<file path="src/rtl/usb_hid_pkg.sv">
// Shared HID types, constants and the scancode-to-character map for the USB keyboard path.
package usb_hid_pkg;

  typedef enum logic [1:0] {TYP_NONE = 2'd0, TYP_KBD = 2'd1, TYP_MOUSE = 2'd2, TYP_PAD = 2'd3} hid_typ_e;
  typedef enum logic {ST_IDLE = 1'b0, ST_SCAN = 1'b1} scan_st_e;

  // One queued key event: scancode in the high byte, character in the low byte.
  typedef struct packed {
    logic [7:0] sc;
    logic [7:0] ch;
  } key_evt_t;

  localparam logic [7:0] SHIFT_MASK   = 8'h22;
  localparam logic [7:0] CTRL_MASK    = 8'h11;
  localparam logic [7:0] KEY_ROLLOVER = 8'h01;
  localparam logic [7:0] ARROW_RIGHT  = 8'd136;
  localparam logic [7:0] ARROW_LEFT   = 8'd137;
  localparam logic [7:0] ARROW_DOWN   = 8'd138;
  localparam logic [7:0] ARROW_UP     = 8'd139;

  // Letters honour shift/ctrl, digits honour shift, a few control keys and arrows map to
  // fixed codes; anything else returns 0 so the scancode still reaches the CPU.
  function automatic logic [7:0] scancode2char(input logic [7:0] sc, input logic [7:0] mods);
    logic shift, ctrl;
    logic [7:0] ch;
    shift = |(mods & SHIFT_MASK);
    ctrl  = |(mods & CTRL_MASK);
    ch    = 8'h00;
    if (sc >= 8'h04 && sc <= 8'h1D) begin
      if (ctrl)       ch = sc - 8'h03;
      else if (shift) ch = 8'h41 + (sc - 8'h04);
      else            ch = 8'h61 + (sc - 8'h04);
    end else begin
      case (sc)
        8'h1E: ch = shift ? 8'h21 : 8'h31;
        8'h1F: ch = shift ? 8'h40 : 8'h32;
        8'h20: ch = shift ? 8'h23 : 8'h33;
        8'h21: ch = shift ? 8'h24 : 8'h34;
        8'h22: ch = shift ? 8'h25 : 8'h35;
        8'h23: ch = shift ? 8'h5E : 8'h36;
        8'h24: ch = shift ? 8'h26 : 8'h37;
        8'h25: ch = shift ? 8'h2A : 8'h38;
        8'h26: ch = shift ? 8'h28 : 8'h39;
        8'h27: ch = shift ? 8'h29 : 8'h30;
        8'h28: ch = 8'h0D;
        8'h29: ch = 8'h1B;
        8'h2A: ch = 8'h08;
        8'h2B: ch = 8'h09;
        8'h2C: ch = 8'h20;
        8'h4F: ch = ARROW_RIGHT;
        8'h50: ch = ARROW_LEFT;
        8'h51: ch = ARROW_DOWN;
        8'h52: ch = ARROW_UP;
        default: ch = 8'h00;
      endcase
    end
    return ch;
  endfunction

endpackage

</file>
<file path="src/rtl/usb_sync_fifo.sv">
// Single-clock first-word-fall-through FIFO; head stays on rdata after the FIFO drains.
module usb_sync_fifo #(
  parameter int WIDTH = 16,
  parameter int DEPTH = 8,
  localparam int AW = $clog2(DEPTH)
) (
  input  logic             clkusb_i,
  input  logic             rst_n_i,
  input  logic             push,
  input  logic [WIDTH-1:0] wdata,
  input  logic             pop,
  output logic [WIDTH-1:0] rdata,
  output logic             full,
  output logic             empty,
  output logic [AW:0]      count
);

  logic [WIDTH-1:0] mem [DEPTH];
  logic [AW-1:0]    wptr, rptr;
  logic [WIDTH-1:0] last;
  logic             do_push, do_pop;

  assign empty   = (count == '0);
  assign full    = (count == (AW+1)'(DEPTH));
  assign do_pop  = pop && !empty;
  assign do_push = push && (!full || do_pop);
  assign rdata   = empty ? last : mem[rptr];

  // Storage write; contents need no reset since nothing is read before it is written.
  always_ff @(posedge clkusb_i) begin
    if (do_push) mem[wptr] <= wdata;
  end

  // Pointers wrap naturally at DEPTH (power of two); occupancy tracks push/pop.
  always_ff @(posedge clkusb_i or negedge rst_n_i) begin
    if (!rst_n_i) begin
      wptr  <= '0;
      rptr  <= '0;
      count <= '0;
    end else begin
      if (do_push) wptr <= wptr + 1'b1;
      if (do_pop)  rptr <= rptr + 1'b1;
      count <= count + (AW+1)'(do_push) - (AW+1)'(do_pop);
    end
  end

  // Remember the current head so rdata holds it once the FIFO empties.
  always_ff @(posedge clkusb_i or negedge rst_n_i) begin
    if (!rst_n_i)    last <= '0;
    else if (!empty) last <= mem[rptr];
  end

endmodule

</file>
<file path="src/rtl/usb_key_queue.sv">
// Keyboard event queue: scans HID reports for new presses, auto-repeats the last held key,
// and buffers {scancode, char} events for the CPU.
module usb_key_queue
  import usb_hid_pkg::*;
#(
  parameter int NKEYS        = 4,
  parameter int DEPTH        = 8,
  parameter int CNT_W        = 23,
  parameter int FIRST_REPEAT = 8000000,
  parameter int REPEAT_RATE  = 1200000,
  localparam int CW = $clog2(DEPTH) + 1,
  localparam int IW = (NKEYS > 1) ? $clog2(NKEYS) : 1
) (
  input  logic               clkusb_i,
  input  logic               rst_n_i,
  input  logic               report_i,
  input  logic [1:0]         typ_i,
  input  logic [7:0]         key_modifiers_i,
  input  logic [8*NKEYS-1:0] keys_i,
  input  logic               repeat_en_i,
  input  logic               pop_i,
  input  logic               clr_ovf_i,
  output logic [15:0]        data_o,
  output logic               valid_o,
  output logic [CW-1:0]      count_o,
  output logic               overflow_o
);

  scan_st_e                st, st_nxt;
  logic [NKEYS-1:0][7:0]   snap_keys, pend_keys, prev_keys;
  logic [7:0]              snap_mod, pend_mod, prev_mod, rpt_key, rk_nxt, cur_sc;
  logic                    pend_vld, kbd, roll, acc, in_prev, rk_hit, is_last;
  logic                    new_press, rpt_fire, push, full, empty, drop;
  logic [CNT_W-1:0]        cnt;
  logic [IW-1:0]           idx;
  key_evt_t                evt;

  assign kbd      = (typ_i == TYP_KBD);
  assign acc      = report_i && kbd && !roll;
  assign cur_sc   = snap_keys[idx];
  assign is_last  = (idx == IW'(NKEYS-1));
  assign rpt_fire = (st == ST_IDLE) && (rpt_key != 8'h00) && repeat_en_i && (cnt <= CNT_W'(1));

  // Report qualification and slot lookups against the prev set and the snapshot.
  always_comb begin
    roll    = 1'b0;
    in_prev = 1'b0;
    rk_hit  = 1'b0;
    rk_nxt  = rpt_key;
    for (int k = 0; k < NKEYS; k++) begin
      if (keys_i[8*k +: 8] == KEY_ROLLOVER) roll = 1'b1;
      if (prev_keys[k] == cur_sc) in_prev = 1'b1;
    end
    new_press = (st == ST_SCAN) && (cur_sc != 8'h00) && !in_prev;
    if (new_press) rk_nxt = cur_sc;
    for (int k = 0; k < NKEYS; k++)
      if (snap_keys[k] == rk_nxt) rk_hit = 1'b1;
    if (is_last && !rk_hit) rk_nxt = 8'h00;
  end

  // FSM state register.
  always_ff @(posedge clkusb_i or negedge rst_n_i) begin
    if (!rst_n_i) st <= ST_IDLE;
    else          st <= st_nxt;
  end

  // FSM next state: losing the keyboard aborts any scan.
  always_comb begin
    st_nxt = st;
    if (!kbd) st_nxt = ST_IDLE;
    else begin
      case (st)
        ST_IDLE: if (acc || pend_vld) st_nxt = ST_SCAN;
        ST_SCAN: if (is_last) st_nxt = (acc || pend_vld) ? ST_SCAN : ST_IDLE;
        default: st_nxt = ST_IDLE;
      endcase
    end
  end

  // FSM outputs: a scan press or a repeat tick (never both, repeats only fire in IDLE).
  always_comb begin
    push = new_press || rpt_fire;
    if (new_press) evt = '{sc: cur_sc,  ch: scancode2char(cur_sc, snap_mod)};
    else           evt = '{sc: rpt_key, ch: scancode2char(rpt_key, prev_mod)};
  end

  // Scan datapath: snapshot/pending buffers, prev set, repeat key and repeat counter.
  always_ff @(posedge clkusb_i or negedge rst_n_i) begin
    if (!rst_n_i) begin
      snap_keys <= '0; snap_mod <= '0; pend_keys <= '0; pend_mod <= '0; pend_vld <= 1'b0;
      prev_keys <= '0; prev_mod <= '0; rpt_key <= '0; idx <= '0;
      cnt <= CNT_W'(FIRST_REPEAT);
    end else if (!kbd) begin
      prev_keys <= '0;
      rpt_key   <= '0;
      pend_vld  <= 1'b0;
      idx       <= '0;
    end else if (st == ST_IDLE) begin
      idx <= '0;
      if (acc) begin
        snap_keys <= keys_i; snap_mod <= key_modifiers_i;
      end else if (pend_vld) begin
        snap_keys <= pend_keys; snap_mod <= pend_mod; pend_vld <= 1'b0;
      end
      if (rpt_key != 8'h00 && repeat_en_i)
        cnt <= rpt_fire ? CNT_W'(REPEAT_RATE) : cnt - 1'b1;
    end else begin
      rpt_key <= rk_nxt;
      if (new_press) cnt <= CNT_W'(FIRST_REPEAT);
      if (is_last) begin
        prev_keys <= snap_keys; prev_mod <= snap_mod; idx <= '0;
        if (acc) begin
          snap_keys <= keys_i; snap_mod <= key_modifiers_i;
        end else if (pend_vld) begin
          snap_keys <= pend_keys; snap_mod <= pend_mod;
        end
        pend_vld <= 1'b0;
      end else begin
        idx <= idx + 1'b1;
        if (acc) begin
          pend_keys <= keys_i; pend_mod <= key_modifiers_i; pend_vld <= 1'b1;
        end
      end
    end
  end

  usb_sync_fifo #(.WIDTH(16), .DEPTH(DEPTH)) u_fifo (
    .clkusb_i (clkusb_i),
    .rst_n_i  (rst_n_i),
    .push     (push),
    .wdata    (evt),
    .pop      (pop_i),
    .rdata    (data_o),
    .full     (full),
    .empty    (empty),
    .count    (count_o)
  );

  assign valid_o = !empty;
  assign drop    = push && full && !pop_i;

  // Sticky overflow; a new drop beats a simultaneous clear.
  always_ff @(posedge clkusb_i or negedge rst_n_i) begin
    if (!rst_n_i)       overflow_o <= 1'b0;
    else if (drop)      overflow_o <= 1'b1;
    else if (clr_ovf_i) overflow_o <= 1'b0;
  end

endmodule
</file>
<file path="config.mk">
export PLATFORM = sky130hd
export DESIGN_NAME = usb_key_queue
export DESIGN_NICKNAME = d
export VERILOG_FILES = /design/src/rtl/usb_hid_pkg.sv /design/src/rtl/usb_sync_fifo.sv /design/src/rtl/usb_key_queue.sv
export SDC_FILE = /design/constraint.sdc
export NUM_CORES = 1
export LEC_CHECK = 0
export ABC_CLOCK_PERIOD_IN_PS = 6300
export BUFFER_PORTS_ARGS = -buffer_cell sky130_fd_sc_hd__buf_4
export CAP_MARGIN = 20
export CORE_MARGIN = 2
export CORE_UTILIZATION = 50
export CTS_CLUSTER_DIAMETER = 80
export DETAILED_ROUTE_END_ITERATION = 8
export GPL_ROUTABILITY_DRIVEN = 0
export PLACE_DENSITY = 0.67
export SYNTH_ARGS = -nofsm -noshare
export SYNTH_HDL_FRONTEND = slang
export SYNTH_HIERARCHICAL = 1
export SYNTH_SLANG_ARGS = --single-unit
</file>
<file path="constraint.sdc">
create_clock -name clkusb_i -period 6.3 [get_ports clkusb_i]
set_input_delay 0.315 -clock clkusb_i [delete_from_list [all_inputs] [get_ports clkusb_i]]
set_output_delay 0.315 -clock clkusb_i [all_outputs]
set_load 0.005 [all_outputs]
</file>
==> flow_metrics.tcl, run 1 <==
set metrics [dict create \
    drc 0 \
    hold_slack_ns 0.0409 \
    setup_violations 0 \
    grt_pass1_vias 10600 \
    synth_common_cells "dfrtp_1, edfxtp_1, nand2_1" \
    drv_slew 0 \
    fin_tns_setup_ns 0 \
    synthToLayoutAreaGrowth_pct 13.1 \
    syn_inst 1336 \
    clock-sinks 298 \
    crit_fanout 16 \
    routed_wl_microns 36400 \
    drt-wirelength-per-cell_microns 20.2 \
    grtUsageTotal 0.224 \
    worst_setup_path_end_kind "register" \
    endpoint "rpt_key[1]" \
    grt_max_degree 73 \
    synth_area_leaders "dfrtp_1, edfxtp_1, mux2i_1" \
    antenna_found_initial 0 \
    cp.arrival_ns 5.59 \
    fp.coreArea_sq_um 30600 \
    ir_worst_vdd_uv 183 \
    fillers 2564 \
    fmaxAchievable_mhz 192 \
    syn_nets 1416 \
    r2r-start "idx[0]" \
    viasPerCell 6.07 \
    h-tree-depth 2 \
    leakage_nw 7.46 \
    place_worst_setup_slack_ns 1.19 \
    ys.flop_type "dfrtp_1" \
    maxCapViolCount 0 \
    reg2reg_setup_slack_ns 1.10 \
    start_util 0.507 \
    firstDrtPassIters 6 \
    period_share 0.826 \
    r2r_end "rpt_key[1]" \
    synth_cell_types 73 \
    p_per_area_nw_per_um2 342 \
    crit_type "reg2reg" \
    rsz0062_at_grt "false" \
    min_period_ns 5.20 \
    ys_async_sr_fraction 0.570 \
    netlist_area_sq_um 15500 \
    chipHeight_microns 180 \
    hp-class "in2reg" \
    die_area_sq_um 32400 \
    layout.nets 1461 \
    reg2reg_depth 11 \
    dr_total_vias 10900 \
    dp_hpwl_microns 23900 \
    clk_latency_ns 0.53 \
    row_count 64 \
    ys_seq_elements 298 \
    finalHoldViolCount 0 \
    crit_required_ns 6.69 \
    cts_tree "built" \
    clk_pin_slew_ns 0.06 \
    outcome "finished clean" \
    ctsLongestPathBuffers 3 \
    synth.most_common_cell "dfrtp_1" \
    antenna_left 0 \
    yosys_warnings 6 \
    cts_buffers 34 \
    ctsRootBufferMaster "clkbuf_16" \
    synth_top_area_cell "dfrtp_1" \
    die_w_microns 180 \
    synth_top_area_frac 0.263 \
    io_pins 70 \
    fin_skew_ns 0.0294 \
    grt_first_pass_wirelength_microns 58300 \
    drive_gt1_frac 0.174 \
    relSlewSlack 0.268 \
    setup_slack_ns 1.10 \
    first_iter_violations 1020 \
    startpoint_type "register" \
    io_buffer_count 65 \
    antenna_cells 0 \
    worst_pin_slew_ns 1.07 \
    finalPower_w 0.00600 \
    final_cell_area_sq_um 17500 \
    synth_edf_count 128 \
    yosysSeqAreaShare 0.523 \
    postSynthAreaPerCell_sq_um 11.6 \
    cp-startpoint "idx[0]" \
    gr-total-overflow 0 \
    place_area_sq_um 16300 \
]
[stage by stage]
stage           util  std cells
2_1_floorplan      -       1336
3_3_place_gp   0.533       1737
3_5_place_dp   0.533       1737
4_1_cts        0.572       1800
5_1_grt        0.573       1802
6_report       0.573       1802
[flip-flops by register name (all words and copies together) (netlist names)]
name and cells:
cnt 23, idx 2, overflow_o 1, pend_keys 32, pend_mod 4, pend_vld 1, prev_keys 32, prev_mod 4
rpt_key 8, snap_keys 32, snap_mod 4, st 1, u_fifo/count 4, u_fifo/last 16, u_fifo/mem 128, u_fifo/rptr 3
u_fifo/wptr 3
[metal layers]
layer / up-vias / global-route usage / share of wire
li1: 5060 / - / -
met1: 5350 / 0.319 / 0.44
met2: 431 / 0.349 / 0.45
met3: 93 / 0.0376 / 0.073
met4: 0 / 0.0806 / 0.031
met5: - / 0 / 0
[cell families after synthesis]
group                      after synthesis  synth area share
and+or+nand+nor                        307            0.0955
AOI/OAI and AO/OA                      303             0.138
DFF                                    298             0.523
muxes                                  170             0.124
buffers and inverters                  127            0.0371
xor gates and xnor gates                99            0.0559
adders and majority gates               32            0.0263
[report_power, final]
group / switching (W) / internal, W
combinational: 0.000857 / 0.000741
sequential: 0.000175 / 0.00217
clock: 0.000781 / 0.00128
[what timing repair did]
item / in CTS / in global routing
endpoints found under the hold margin: 56 / 0
hold buffers: 2 / 0
setup buffers: 0 / 0
resized for setup: 0 / 0
[critical path: stages, from the launching register on]
cell	delay (ns)
dfrtp_1	0.84
mux4_2	0.67
inv_1	0.21
ha_1	0.35
nand2_1	0.15
o31ai_2	0.11
nor4_4	0.52
mux2i_1	0.89
xnor2_1	0.20
a2111oi_0	0.08
or4_1	0.71
a32o_1	0.32
[cells in the final DEF, fill, tap and decap left out, drive strengths merged, types with 9 or more instances in the layout]
cell type / count
nand2b: 12
a22o: 53
ha: 31
nand4: 12
inv: 44
xnor2: 85
xor2: 14
a31oi: 10
nor2: 64
edfxtp: 128
nand2: 112
a21oi: 43
mux2i: 84
o21ai: 78
mux2: 76
o31ai: 18
buf: 88
dfrtp: 163
clkbuf: 47
nor4: 20
nand3: 22
nor3: 19
clkinv: 10
a211oi: 9
o22ai: 31
mux4: 10
[cell type report]
class                   count  area, sq um  area share
clock buffers              47          961      0.0548
clock inverters            14          225      0.0128
inverters                  46          174     0.00992
multi-input cells         911         6870       0.392
flip-flops and latches    298         8110       0.463
well taps                 396          495      0.0283
repair buffers             90          694      0.0396
[worst min path at each step]
stage,from,endpoint,slack (ns),depth (start not counted)
after floorplan,rst_n_i,cnt[0],0.02,0
after global placement,rst_n_i,u_fifo/last[10],0.34,1
after detailed placement,rst_n_i,u_fifo/last[12],0.34,1
after CTS,keys_i[12],pend_keys[12],0.03,2
after global routing,keys_i[19],pend_keys[19],0.04,2
final,keys_i[12],pend_keys[12],0.04,2
(Power assumes the default switching activity.)
==> run 2: changes to the inputs <==
ABC_AREA = 1   (was not set)
ABC_CLOCK_PERIOD_IN_PS = 4300   (was 6300)
PLACE_DENSITY = 0.69   (was 0.67)
clock period = 4.3 ns   (was 6.3 ns; I/O delays follow)
==> flow_metrics.tcl, run 2 <==
set metrics [dict create \
    grt_pass1_vias 13000 \
    regMostFlops "u_fifo/mem" \
    relSlewSlack 0.239 \
    min_from "key_modifiers_i[0]" \
    yosys_warnings 6 \
    timing.critical_path.mode_cell "nand2_1" \
    drt-wirelength-per-cell_microns 15.8 \
    firstDrtPassIters 7 \
    r2r_end "rpt_key[2]" \
    clk_pin_slew_ns 0.06 \
    critPathMaxStageDelay_ns 0.56 \
    ys.flop_type "dfrtp_1" \
    ys_seq_elements 298 \
    io_buffer_count 65 \
    yosysSeqAreaShare 0.487 \
    first_iter_violations 1345 \
    die_w_microns 186 \
    wl_met3_microns 2550 \
    synth_common_cells "nand2_1, inv_1, nand3_1" \
    wl_met2_microns 19800 \
    grt_max_degree 171 \
    netlist_area_sq_um 16600 \
    finalHoldViolCount 0 \
    period_share 0.913 \
    rsz0062_at_grt "false" \
    setup_violations 0 \
    maxCapViolCount 0 \
    reg2reg_depth 21 \
    slowest_stage "dfrtp_1" \
    antenna_cells 0 \
    largest_register_ffs 128 \
    r2r-start "idx[0]" \
    syn_inst 2070 \
    setup_slack_ns 0.376 \
    layout.nets 2235 \
    gr-total-overflow 0 \
    cts_tree "built" \
    synth_top_area_frac 0.245 \
    final-seq-area_sq_um 8110 \
    crit_type "reg2reg" \
    viasPerCell 5.35 \
    die_area_sq_um 34800 \
    hold_slack_ns 0.0101 \
    p_per_area_nw_per_um2 502 \
    endpoint "rpt_key[2]" \
    ys_async_sr_fraction 0.570 \
    cp-startpoint "idx[0]" \
    synth_area_leaders "dfrtp_1, edfxtp_1, nand2_1" \
    fmaxAchievable_mhz 255 \
    drv_slew 0 \
    min_period_ns 3.92 \
    io_pins 70 \
    fin_cells 2623 \
    fp.coreArea_sq_um 32700 \
    cp.arrival_ns 4.37 \
    antenna_left 0 \
    routed_wl_microns 41400 \
    syn_nets 2150 \
    ctsLongestPathBuffers 3 \
    postCtsSetupRepairBufs 0 \
    startpoint_type "register" \
    reg2reg_setup_slack_ns 0.38 \
    start_util 0.509 \
    path_cells "inv_4 > nand2_1 > nand3_1 > nand2_2 > ha_1 > nand2_1 > inv_1 > a21oi_4 > nand3_2 > nor2_2 > buf_4 > nand2_1 > nand2_1 > nand2_1 > nand2_1 > nand2_1 > nor2_1 > nand2_1 > nand2_2 > o21bai_1 > nand2_1" \
    hp-class "in2reg" \
    ctsRootBufferMaster "clkbuf_16" \
    synthToLayoutAreaGrowth_pct 13.6 \
    leakage_nw 8.89 \
    placedCellCount 2544 \
    place_worst_setup_slack_ns 0.514 \
    top_layer_used "met4" \
    fillers 2936 \
    synth.most_common_cell "nand2_1" \
    crit_fanout 28 \
    h-tree-depth 2 \
    worst_pin_slew_ns 1.14 \
    chipHeight_microns 186 \
    crit_required_ns 4.74 \
    multi_input_area_sq_um 6960 \
    grt_first_pass_wirelength_microns 67700 \
    final_cell_mix "nand2_1, inv_1, nand3_1" \
    antenna_found_initial 0 \
    clk_latency_ns 0.52 \
    synth_top_area_cell "dfrtp_1" \
    drc 0 \
    dp_hpwl_microns 27900 \
    fin_skew_ns 0.0234 \
    clock-sinks 298 \
    m1WireLength_microns 18100 \
    ir_worst_vdd_uv 583 \
    synth_cell_types 58 \
    synth_edf_count 128 \
    dr_total_vias 14000 \
    cts_buffers 35 \
    row_count 66 \
    postSynthAreaPerCell_sq_um 8.04 \
    mostFrequentLayoutCell "nand2_1" \
    worst_setup_path_end_kind "register" \
    grtUsageTotal 0.238 \
    drive_gt1_frac 0.119 \
    outcome "finished clean" \
    fin_tns_setup_ns 0 \
]
-- run 2: cell types whose count changed after synthesis, sizes merged, moves of 18 or more --
| cell | previous run | this run |
|---|---|---|
| nand3 | 22 | 194 |
| xnor2 | 85 | 8 |
| mux2i | 84 | 0 |
| nor2 | 64 | 124 |
| nor3 | 19 | 37 |
| a22o | 53 | 0 |
| o21ai | 78 | 124 |
| o211ai | 5 | 41 |
| inv | 44 | 312 |
| mux2 | 76 | 0 |
| nand2 | 112 | 660 |
-- run 2: how the worst min path moves through the flow --
stage | end | slack [ns] | depth (start not counted)
4_1_cts | pend_mod[0] | 0.001 | 3
3_3_place_gp | overflow_o | 0.41 | 2
5_1_grt | pend_keys[19] | 0.008 | 3
3_5_place_dp | overflow_o | 0.41 | 2
6_report | pend_mod[0] | 0.01 | 3
2_1_floorplan | cnt[0] | -0.08 | 0
-- run 2: stage by stage --
stage | total power (W) | utilization | instance area (sq um)
2_1_floorplan | 0.00568 | - | 16600
3_3_place_gp | 0.00656 | 0.538 | 17600
3_5_place_dp | 0.00665 | 0.538 | 17600
4_1_cts | 0.00954 | 0.578 | 18900
5_1_grt | 0.0101 | 0.578 | 18900
6_report | 0.00949 | 0.578 | 18900
-- run 2: power breakdown --
group          total [W]  internal [W]  switching [W]  leakage (nW)
registers        0.00353       0.00332       0.000216          3.35
logic            0.00309       0.00109        0.00201          4.99
clock network    0.00286       0.00171        0.00115         0.550
-- run 2: what timing repair did --
item	in CTS	in global routing
gates resized for setup	0	0
hold buffers	15	0
endpoints found under the hold margin	176	0
-- run 2: cell type report --
type | count | share of cell area
Timing Repair Buffer | 121 | 0.0515
Tap cell | 442 | 0.0292
Multi-Input combinational cell | 1385 | 0.368
Clock inverter | 12 | 0.00629
Sequential cell | 298 | 0.429
Inverter | 314 | 0.0627
Clock buffer | 51 | 0.0537
-- run 2: kinds of logic (layout without fill, tap and decap cells) --
group | Yosys count | in the layout | synth area share
buf+inv | 387 | 498 | 0.0957
simple gates | 1048 | 1048 | 0.278
flops | 298 | 298 | 0.487
compound gates | 277 | 277 | 0.100
fa+ha+maj | 32 | 32 | 0.0245
xor+xnor | 28 | 28 | 0.0147
-- run 2: metal layers --
metal / up-vias / GRT usage
met5: - / 0
li1: 6905 / -
met3: 91 / 0.0297
met1: 6493 / 0.326
met4: 0 / 0.0678
met2: 541 / 0.398
-- run 2: worst max-delay path: cells and delay by family, from the launching register on --
family / cells / cell delay (ns)
DFF: 1 / 0.56
buffers and inverters: 3 / 0.69
AOI/OAI and AO/OA: 2 / 0.33
and+or+nand+nor: 15 / 1.93
adders and majority gates: 1 / 0.33
